$ cat config.mk
export PLATFORM = sky130hd
export DESIGN_NAME = cmem_reader_flat
export DESIGN_NICKNAME = d
export VERILOG_FILES = /design/src/rtl/cmem_reader_pkg.sv /design/src/rtl/cmem_reader_if.sv /design/src/rtl/cmem_reader_fifo.sv /design/src/rtl/cmem_reader.sv /design/src/flat_wrapper.sv
export SDC_FILE = /design/constraint.sdc
export NUM_CORES = 1
export LEC_CHECK = 0
export CAP_MARGIN = 30
export CORE_ASPECT_RATIO = 1.2
export CORE_UTILIZATION = 45
export DETAILED_ROUTE_END_ITERATION = 10
export PLACE_DENSITY = 0.77
export SYNTH_ARGS = -nofsm -noshare
export SYNTH_HDL_FRONTEND = slang
export SYNTH_SLANG_ARGS = --single-unit
export TNS_END_PERCENT = 20
$ cat constraint.sdc
create_clock -name clk -period 2.71 [get_ports clk]
set_input_delay 0.542 -clock clk [delete_from_list [all_inputs] [get_ports clk]]
set_output_delay 0.542 -clock clk [all_outputs]
set_load 0.01 [all_outputs]
$ cat src/rtl/cmem_reader_pkg.sv
// Shared definitions for the layer-result memory read-back engine:
// memory select encodings (common with the writer side), default widths
// and the sweep FSM state encoding.
package cmem_reader_pkg;

  localparam int ADDR_W_DEF     = 12;
  localparam int DATA_W_DEF     = 20;
  localparam int FIFO_DEPTH_DEF = 4;

  // Memory select encodings, identical to the cwr/csel writer path
  localparam logic [2:0] SEL_L0 = 3'd1;
  localparam logic [2:0] SEL_L1 = 3'd3;
  localparam logic [2:0] SEL_L2 = 3'd5;

  typedef enum logic [1:0] {
    ST_IDLE  = 2'd0,
    ST_READ  = 2'd1,
    ST_DRAIN = 2'd2,
    ST_DONE  = 2'd3
  } state_t;

endpackage

$ cat src/rtl/cmem_reader_if.sv
// Bus bundle of the reader: the memory read port (crd/caddr_rd/cdata_rd/csel)
// and the tagged output stream (o_valid/i_ready/o_data/o_addr).
//
// Stream handshake: a word transfers on every rising clk edge where
// o_valid & i_ready are both 1. Once o_valid is raised, o_valid, o_data and
// o_addr hold their values until that transfer happens. o_valid never
// depends combinationally on i_ready.
interface cmem_reader_if #(
  parameter int ADDR_W = 12,
  parameter int DATA_W = 20
);
  logic              crd;
  logic [ADDR_W-1:0] caddr_rd;
  logic [DATA_W-1:0] cdata_rd;
  logic [2:0]        csel;
  logic              o_valid;
  logic              i_ready;
  logic [DATA_W-1:0] o_data;
  logic [ADDR_W-1:0] o_addr;

  modport master (
    output crd, caddr_rd, csel, o_valid, o_data, o_addr,
    input  cdata_rd, i_ready
  );

  modport slave (
    input  crd, caddr_rd, csel, o_valid, o_data, o_addr,
    output cdata_rd, i_ready
  );
endinterface

$ cat src/rtl/cmem_reader_fifo.sv
// Small synchronous FIFO buffering {data, address} words between the memory
// read port and the output stream. Pushes into a full FIFO and pops from an
// empty one are dropped so the pointers can never be corrupted.
module cmem_reader_fifo #(
  parameter int W     = 32,
  parameter int DEPTH = 4,
  localparam int AW   = $clog2(DEPTH),
  localparam int CW   = AW + 1
) (
  input  logic          clk,
  input  logic          reset,
  input  logic          push,
  input  logic          pop,
  input  logic [W-1:0]  din,
  output logic [W-1:0]  dout,
  output logic [CW-1:0] count,
  output logic          empty
);

  logic [W-1:0]  mem [DEPTH];
  logic [AW-1:0] wr_ptr;
  logic [AW-1:0] rd_ptr;
  logic [CW-1:0] count_q;
  logic          full;
  logic          do_push;
  logic          do_pop;

  assign full    = (count_q == CW'(DEPTH));
  assign empty   = (count_q == '0);
  assign do_push = push && !full;
  assign do_pop  = pop && !empty;
  assign dout    = mem[rd_ptr];
  assign count   = count_q;

  // Pointer and occupancy bookkeeping; a simultaneous push and pop keeps count
  always_ff @(posedge clk or negedge reset) begin
    if (!reset) begin
      wr_ptr  <= '0;
      rd_ptr  <= '0;
      count_q <= '0;
    end else begin
      if (do_push) wr_ptr <= wr_ptr + AW'(1);
      if (do_pop)  rd_ptr <= rd_ptr + AW'(1);
      case ({do_push, do_pop})
        2'b10:   count_q <= count_q + CW'(1);
        2'b01:   count_q <= count_q - CW'(1);
        default: count_q <= count_q;
      endcase
    end
  end

  // Storage array; contents are don't-care until written
  always_ff @(posedge clk) begin
    if (do_push) mem[wr_ptr] <= din;
  end

endmodule

$ cat src/rtl/cmem_reader.sv
// Read-back engine: on i_start, sweeps i_len words of the selected layer
// memory from i_base (wrapping at the top of the address space) and emits
// each word with its source address on the output stream.
module cmem_reader
  import cmem_reader_pkg::*;
#(
  parameter int ADDR_W     = ADDR_W_DEF,
  parameter int DATA_W     = DATA_W_DEF,
  parameter int FIFO_DEPTH = FIFO_DEPTH_DEF
) (
  input  logic              clk,
  input  logic              reset,
  input  logic              i_start,
  input  logic [2:0]        i_sel,
  input  logic [ADDR_W-1:0] i_base,
  input  logic [ADDR_W:0]   i_len,
  output logic              o_busy,
  output logic              o_done,
  output state_t            o_state,
  cmem_reader_if.master     bus
);

  localparam int CW = $clog2(FIFO_DEPTH) + 1;
  localparam int FW = DATA_W + ADDR_W;

  state_t            state_q, state_d;
  logic [2:0]        sel_q;
  logic [ADDR_W-1:0] addr_q;
  logic [ADDR_W:0]   rem_q;
  logic              inflight_q;
  logic [ADDR_W-1:0] rd_addr_q;

  logic              crd;
  logic              credit_ok;
  logic              valid;
  logic              pop;
  logic [FW-1:0]     fifo_dout;
  logic [CW-1:0]     fifo_count;
  logic              fifo_empty;

  // A read may only be issued if the FIFO can absorb every word already owed
  assign credit_ok = ({1'b0, fifo_count} + {{CW{1'b0}}, inflight_q}) < (CW+1)'(FIFO_DEPTH);
  assign valid     = !fifo_empty;
  assign pop       = valid && bus.i_ready;

  // Next state and per-state outputs
  always_comb begin
    state_d = state_q;
    crd     = 1'b0;
    o_busy  = 1'b0;
    o_done  = 1'b0;
    case (state_q)
      ST_IDLE: begin
        if (i_start) state_d = (i_len == '0) ? ST_DONE : ST_READ;
      end
      ST_READ: begin
        o_busy = 1'b1;
        if (credit_ok) begin
          crd = 1'b1;
          if (rem_q == (ADDR_W+1)'(1)) state_d = ST_DRAIN;
        end
      end
      ST_DRAIN: begin
        o_busy = 1'b1;
        // Finish in the cycle the last word leaves so o_done follows it directly
        if (!inflight_q && (fifo_empty || (fifo_count == CW'(1) && pop)))
          state_d = ST_DONE;
      end
      ST_DONE: begin
        o_done  = 1'b1;
        state_d = ST_IDLE;
      end
      default: state_d = ST_IDLE;
    endcase
  end

  // Sweep registers: command latch, address/remaining counters, in-flight tag
  always_ff @(posedge clk or negedge reset) begin
    if (!reset) begin
      state_q    <= ST_IDLE;
      sel_q      <= '0;
      addr_q     <= '0;
      rem_q      <= '0;
      inflight_q <= 1'b0;
      rd_addr_q  <= '0;
    end else begin
      state_q    <= state_d;
      inflight_q <= crd;
      if (crd) begin
        rd_addr_q <= addr_q;
        addr_q    <= addr_q + ADDR_W'(1);
        rem_q     <= rem_q - (ADDR_W+1)'(1);
      end
      if (state_q == ST_IDLE && i_start) begin
        sel_q  <= i_sel;
        addr_q <= i_base;
        rem_q  <= i_len;
      end
    end
  end

  // Read data returns one cycle after crd and is tagged with its address
  cmem_reader_fifo #(
    .W     (FW),
    .DEPTH (FIFO_DEPTH)
  ) u_fifo (
    .clk   (clk),
    .reset (reset),
    .push  (inflight_q),
    .pop   (pop),
    .din   ({bus.cdata_rd, rd_addr_q}),
    .dout  (fifo_dout),
    .count (fifo_count),
    .empty (fifo_empty)
  );

  assign bus.crd      = crd;
  assign bus.caddr_rd = crd ? addr_q : '0;
  assign bus.csel     = sel_q;
  assign bus.o_valid  = valid;
  assign bus.o_data   = valid ? fifo_dout[FW-1:ADDR_W] : '0;
  assign bus.o_addr   = valid ? fifo_dout[ADDR_W-1:0] : '0;
  assign o_state      = state_q;

endmodule

$ cat src/flat_wrapper.sv
// flat-port wrapper written by rule: the top's interface ports become plain ports
module cmem_reader_flat import cmem_reader_pkg::*;
#(
  parameter int ADDR_W     = ADDR_W_DEF,
  parameter int DATA_W     = DATA_W_DEF,
  parameter int FIFO_DEPTH = FIFO_DEPTH_DEF
)
  (clk, reset, i_start, i_sel, i_base, i_len, o_busy, o_done, o_state, bus_crd, bus_caddr_rd, bus_csel, bus_o_valid, bus_o_data, bus_o_addr, bus_cdata_rd, bus_i_ready);
  cmem_reader_if #(.ADDR_W(ADDR_W), .DATA_W(DATA_W)) bus_i ();
  input  logic clk;
  input  logic reset;
  input  logic i_start;
  input  logic [2:0] i_sel;
  input  logic [ADDR_W-1:0] i_base;
  input  logic [ADDR_W:0] i_len;
  output logic o_busy;
  output logic o_done;
  output state_t o_state;
  output wire logic [$bits(bus_i.crd)-1:0] bus_crd;
  output wire logic [$bits(bus_i.caddr_rd)-1:0] bus_caddr_rd;
  output wire logic [$bits(bus_i.csel)-1:0] bus_csel;
  output wire logic [$bits(bus_i.o_valid)-1:0] bus_o_valid;
  output wire logic [$bits(bus_i.o_data)-1:0] bus_o_data;
  output wire logic [$bits(bus_i.o_addr)-1:0] bus_o_addr;
  input wire logic [$bits(bus_i.cdata_rd)-1:0] bus_cdata_rd;
  input wire logic [$bits(bus_i.i_ready)-1:0] bus_i_ready;
  assign bus_crd = bus_i.crd;
  assign bus_caddr_rd = bus_i.caddr_rd;
  assign bus_csel = bus_i.csel;
  assign bus_o_valid = bus_i.o_valid;
  assign bus_o_data = bus_i.o_data;
  assign bus_o_addr = bus_i.o_addr;
  assign bus_i.cdata_rd = bus_cdata_rd;
  assign bus_i.i_ready = bus_i_ready;
  cmem_reader #(.ADDR_W(ADDR_W), .DATA_W(DATA_W), .FIFO_DEPTH(FIFO_DEPTH)) u_core (.clk(clk), .reset(reset), .i_start(i_start), .i_sel(i_sel), .i_base(i_base), .i_len(i_len), .o_busy(o_busy), .o_done(o_done), .o_state(o_state), .bus(bus_i));
endmodule
==> impl_table.tex <==
\begin{tabular}{lr}
\hline
Metric & Value \\
\hline
\multicolumn{2}{l}{\textbf{Drt}} \\
\quad Remaining antenna violation count after routing & 0 \\
\quad Wire length per cell & 18.1 um \\
\quad Detailed-route vias per instance & 5.46 \\
\quad Post-Route WL & 15.2 mm \\
\quad Highest metal layer used by the detailed router & met4 \\
\quad Wire length on met3 & 810 um \\
\quad \# DRC & 0 \\
\quad Starting DRT DRC Count & 303 \\
\quad Metal-1 WL & 6.35 mm \\
\quad Detailed-routed wire length on met2 & 7.91 mm \\
\quad Initial DRT Pass Iterations & 4 \\
\quad Number of vias after detailed routing & 4591 \\
\multicolumn{2}{l}{\textbf{Pwr}} \\
\quad Static leakage power & 3.62 nW \\
\quad Peak supply drop & 0.616 mV \\
\quad P per Cell Area & 1130 nW/um\^{}2 \\
\multicolumn{2}{l}{\textbf{Clock network}} \\
\quad Number of buffers on the longest clock path & 2 \\
\quad Root Driver & sky130\_fd\_sc\_hd\_\_clkbuf\_16 \\
\quad Clock network latency to the later pin of the worst-skew pair & 0.42 ns \\
\quad Total of hold buffers inserted after clock tree synthesis & 0 \\
\quad Total number of H-tree levels & 4 \\
\quad Clock buffer count from CTS & 17 \\
\quad Clock transition at the registers of the reported paths & 0.07 ns \\
\quad TritonCTS clock tree & done \\
\quad Clock tree sinks & 178 \\
\multicolumn{2}{l}{\textbf{Yosys}} \\
\quad Distinct cell type count of the synthesized netlist & 41 \\
\quad Syn\_nets & 562 \\
\quad Post-synthesis sequential area ratio & 0.675 \\
\quad Dominant cells by area after synthesis & sky130\_fd\_sc\_hd\_\_edfxtp\_1, sky130\_fd\_sc\_hd\_\_dfrtp\_1, sky130\_fd\_sc\_hd\_\_mux4\_2 \\
\quad Post-synth top flop & sky130\_fd\_sc\_hd\_\_edfxtp\_1 \\
\quad Number of enable-type register cells in the synthesized netlist & 128 \\
\quad Seq cells post-synth & 178 \\
\quad Synthesis Warnings & 0 \\
\quad Cell type with the highest aggregate area in the netlist & sky130\_fd\_sc\_hd\_\_edfxtp\_1 \\
\quad Cell with the most instances after synthesis & sky130\_fd\_sc\_hd\_\_edfxtp\_1 \\
\quad Post-synthesis cell area & 7550 sq um \\
\quad Share of flip-flops with an asynchronous set or reset & 0.281 \\
\quad Cells after synthesis & 493 \\
\quad Syn\_area\_per\_cell & 15.3 sq um \\
\quad Portion of synthesized cell area occupied by the leading cell type & 0.509 \\
\quad Synth cell count leaders & sky130\_fd\_sc\_hd\_\_edfxtp\_1, sky130\_fd\_sc\_hd\_\_dfrtp\_1, sky130\_fd\_sc\_hd\_\_nand2\_1 \\
\multicolumn{2}{l}{\textbf{GRT}} \\
\quad Total track usage & 0.187 \\
\quad Vias in the first global route & 4766 \\
\quad Global-route wire length before repair & 24.4 mm \\
\quad Global-route congestion overflow total & 0 \\
\quad Maximum number of pins on one net before global-route repair & 35 \\
\quad Antenna violations before repair & 0 \\
\multicolumn{2}{l}{\textbf{Finish}} \\
\quad Fraction of layout cells with a size suffix above 1 & 0.161 \\
\quad Final standard cell utilization of the core & 0.591 \\
\quad Synth-to-layout area growth & 28.0\% \\
\quad Finished Layout Cells & 841 \\
\quad Number of nets in the finished design & 685 \\
\quad Total of fill cells in the finished design & 1269 \\
\quad Ant. Diodes & 0 \\
\multicolumn{2}{l}{\textbf{Setup path}} \\
\quad Reg2Reg Depth & 5 \\
\quad Setup crit end kind & output pin \\
\quad Largest driver fanout on the critical path & 5 \\
\quad Worst R2R Setup Slack & 0.51 ns \\
\quad Startpoint types & flip-flop \\
\quad Endpoint of the worst register-to-register path & u\_core.u\_fifo.mem[1][11] \\
\quad Worst EP arrival & 2.10 ns \\
\quad Worst reg2reg path startpoint & u\_core.u\_fifo.count[0] \\
\quad Crit Path Class & reg -> out \\
\quad Worst path required time & 2.17 ns \\
\multicolumn{2}{l}{\textbf{Timing}} \\
\quad Number of endpoints failing setup at the final stage & 0 \\
\quad Count of final max-slew check failures & 0 \\
\quad Slew HR & 0.632 \\
\quad Max frequency & 379 MHz \\
\quad Clock period minus final worst setup slack & 2.64 ns \\
\quad Final setup TNS & 0 ns \\
\quad RSZ-0062 raised after global routing & no \\
\quad Number of failing hold endpoints at the final stage & 0 \\
\quad Max Clock Skew & 0.0139 ns \\
\quad Pin slew with the least headroom to its limit & 0.547 ns \\
\quad Period utilisation layout & 0.975 \\
\multicolumn{2}{l}{\textbf{Job}} \\
\quad Count of max-cap constraint violations & 0 \\
\multicolumn{2}{l}{\textbf{Die}} \\
\quad Row count & 51 \\
\quad Std-Cell Core Area & 16300 sq um \\
\quad Die Footprint & 17300 sq um \\
\quad Width of the die & 120 um \\
\quad Die span in y & 144 um \\
\quad Total I/O pin count & 105 \\
\quad Initial Util & 0.462 \\
\multicolumn{2}{l}{\textbf{Placement}} \\
\quad Detailed placer's ending HPWL & 9.94 mm \\
\quad Cell total after placement & 804 \\
\quad Placer Congestion & 0.875 \\
\quad Buffers added on ports & 104 \\
\multicolumn{2}{l}{\textbf{Worst hold path}} \\
\quad Hold/Removal Path Class & in -> async \\
\multicolumn{2}{l}{\textbf{Outcome}} \\
\quad Result of the run & complete, no violations \\
\hline
\end{tabular}
==> per-layer routing <==
metal  vias to the layer above  track usage
met5                         -            0
met4                         0       0.0539
met3                        15       0.0405
met2                       163        0.331
met1                      2310        0.231
li1                       2103            -
==> layout by cell type, fill, tap and decap left out, drive strengths merged, types with 16 or more instances in the layout <==
cell type | netlist | final
ha | 17 | 17
nor2 | 16 | 16
clkbuf | 17 | 18
clkdlybuf4s50 | 0 | 69
buf | 5 | 22
edfxtp | 128 | 128
o21ai | 21 | 21
dfrtp | 50 | 50
dlygate4sd2 | 0 | 32
and2 | 40 | 40
nand2 | 42 | 42
mux4 | 32 | 32
inv | 14 | 21
==> per-stage QoR <==
stage	worst slack (ns)	hold slack [ns]	power, W	area (sq um)
after floorplan	0.347	0.246	0.00665	7550
after CTS	0.0247	0.0900	0.0110	9660
after global routing	0.00511	0.108	0.0116	9660
after global placement	0.322	0.464	0.00842	8970
after detailed placement	0.279	0.466	0.00859	8970
final	0.0689	0.0889	0.0109	9660
==> registers in the layout (all words and copies together), names as in the netlist <==
signal	flops
u_core.u_fifo.rd_ptr	2
u_core.o_state	2
u_core.u_fifo.count	3
u_core.inflight_q	1
u_core.u_fifo.mem	128
u_core.rd_addr_q	12
u_core.addr_q	12
u_core.bus.csel	3
u_core.u_fifo.wr_ptr	2
u_core.rem_q	13
==> layout make-up <==
cell class | instances | area (sq um) | share of cell area
well taps | 212 | 265 | 0.0275
repair buffers | 126 | 1320 | 0.136
clock buffers | 18 | 429 | 0.0444
inverters | 15 | 56.3 | 0.00583
flip-flops and latches | 178 | 5100 | 0.528
clock inverters | 14 | 170 | 0.0176
multi-input cells | 278 | 2320 | 0.240
==> power breakdown <==
part / switching [W] / internal, W
logic: 0.00199 / 0.00222
registers: 0.000535 / 0.00372
clock network: 0.00106 / 0.00139
==> how the worst max path moves through the flow <==
stage,to,start
final,bus_o_data[13],u_core.u_fifo.rd_ptr[0]
after global routing,bus_o_data[19],u_core.u_fifo.rd_ptr[0]
after CTS,bus_crd,u_core.u_fifo.count[0]
after detailed placement,bus_o_addr[9],u_core.u_fifo.count[0]
after global placement,bus_o_addr[10],u_core.u_fifo.rd_ptr[0]
after floorplan,u_core.u_fifo.mem[0][0],u_core.u_fifo.count[0]
==> timing repair <==
item                                    CTS  global route
setup buffers                             3             1
gates cloned                              2             0
gates resized for setup                  41             3
endpoints found under the setup margin   46            12
==> worst max-delay path, cell delays in order (launching register included) <==
cell                            delay [ns]
sky130_fd_sc_hd__dfrtp_2              0.46
sky130_fd_sc_hd__bufbuf_16            0.30
sky130_fd_sc_hd__mux4_2               0.48
sky130_fd_sc_hd__and2_1               0.17
sky130_fd_sc_hd__dlygate4sd2_1        0.28
==> logic make-up after synthesis <==
family | Yosys count | share of synthesized area
buffers and inverters | 37 | 0.0201
xor gates and xnor gates | 19 | 0.0220
and+or+nand+nor | 153 | 0.108
muxes | 36 | 0.101
DFF | 178 | 0.675
AOI/OAI and AO/OA | 53 | 0.0461
adders and majority gates | 17 | 0.0282
Power figures use the tool's default switching activity.
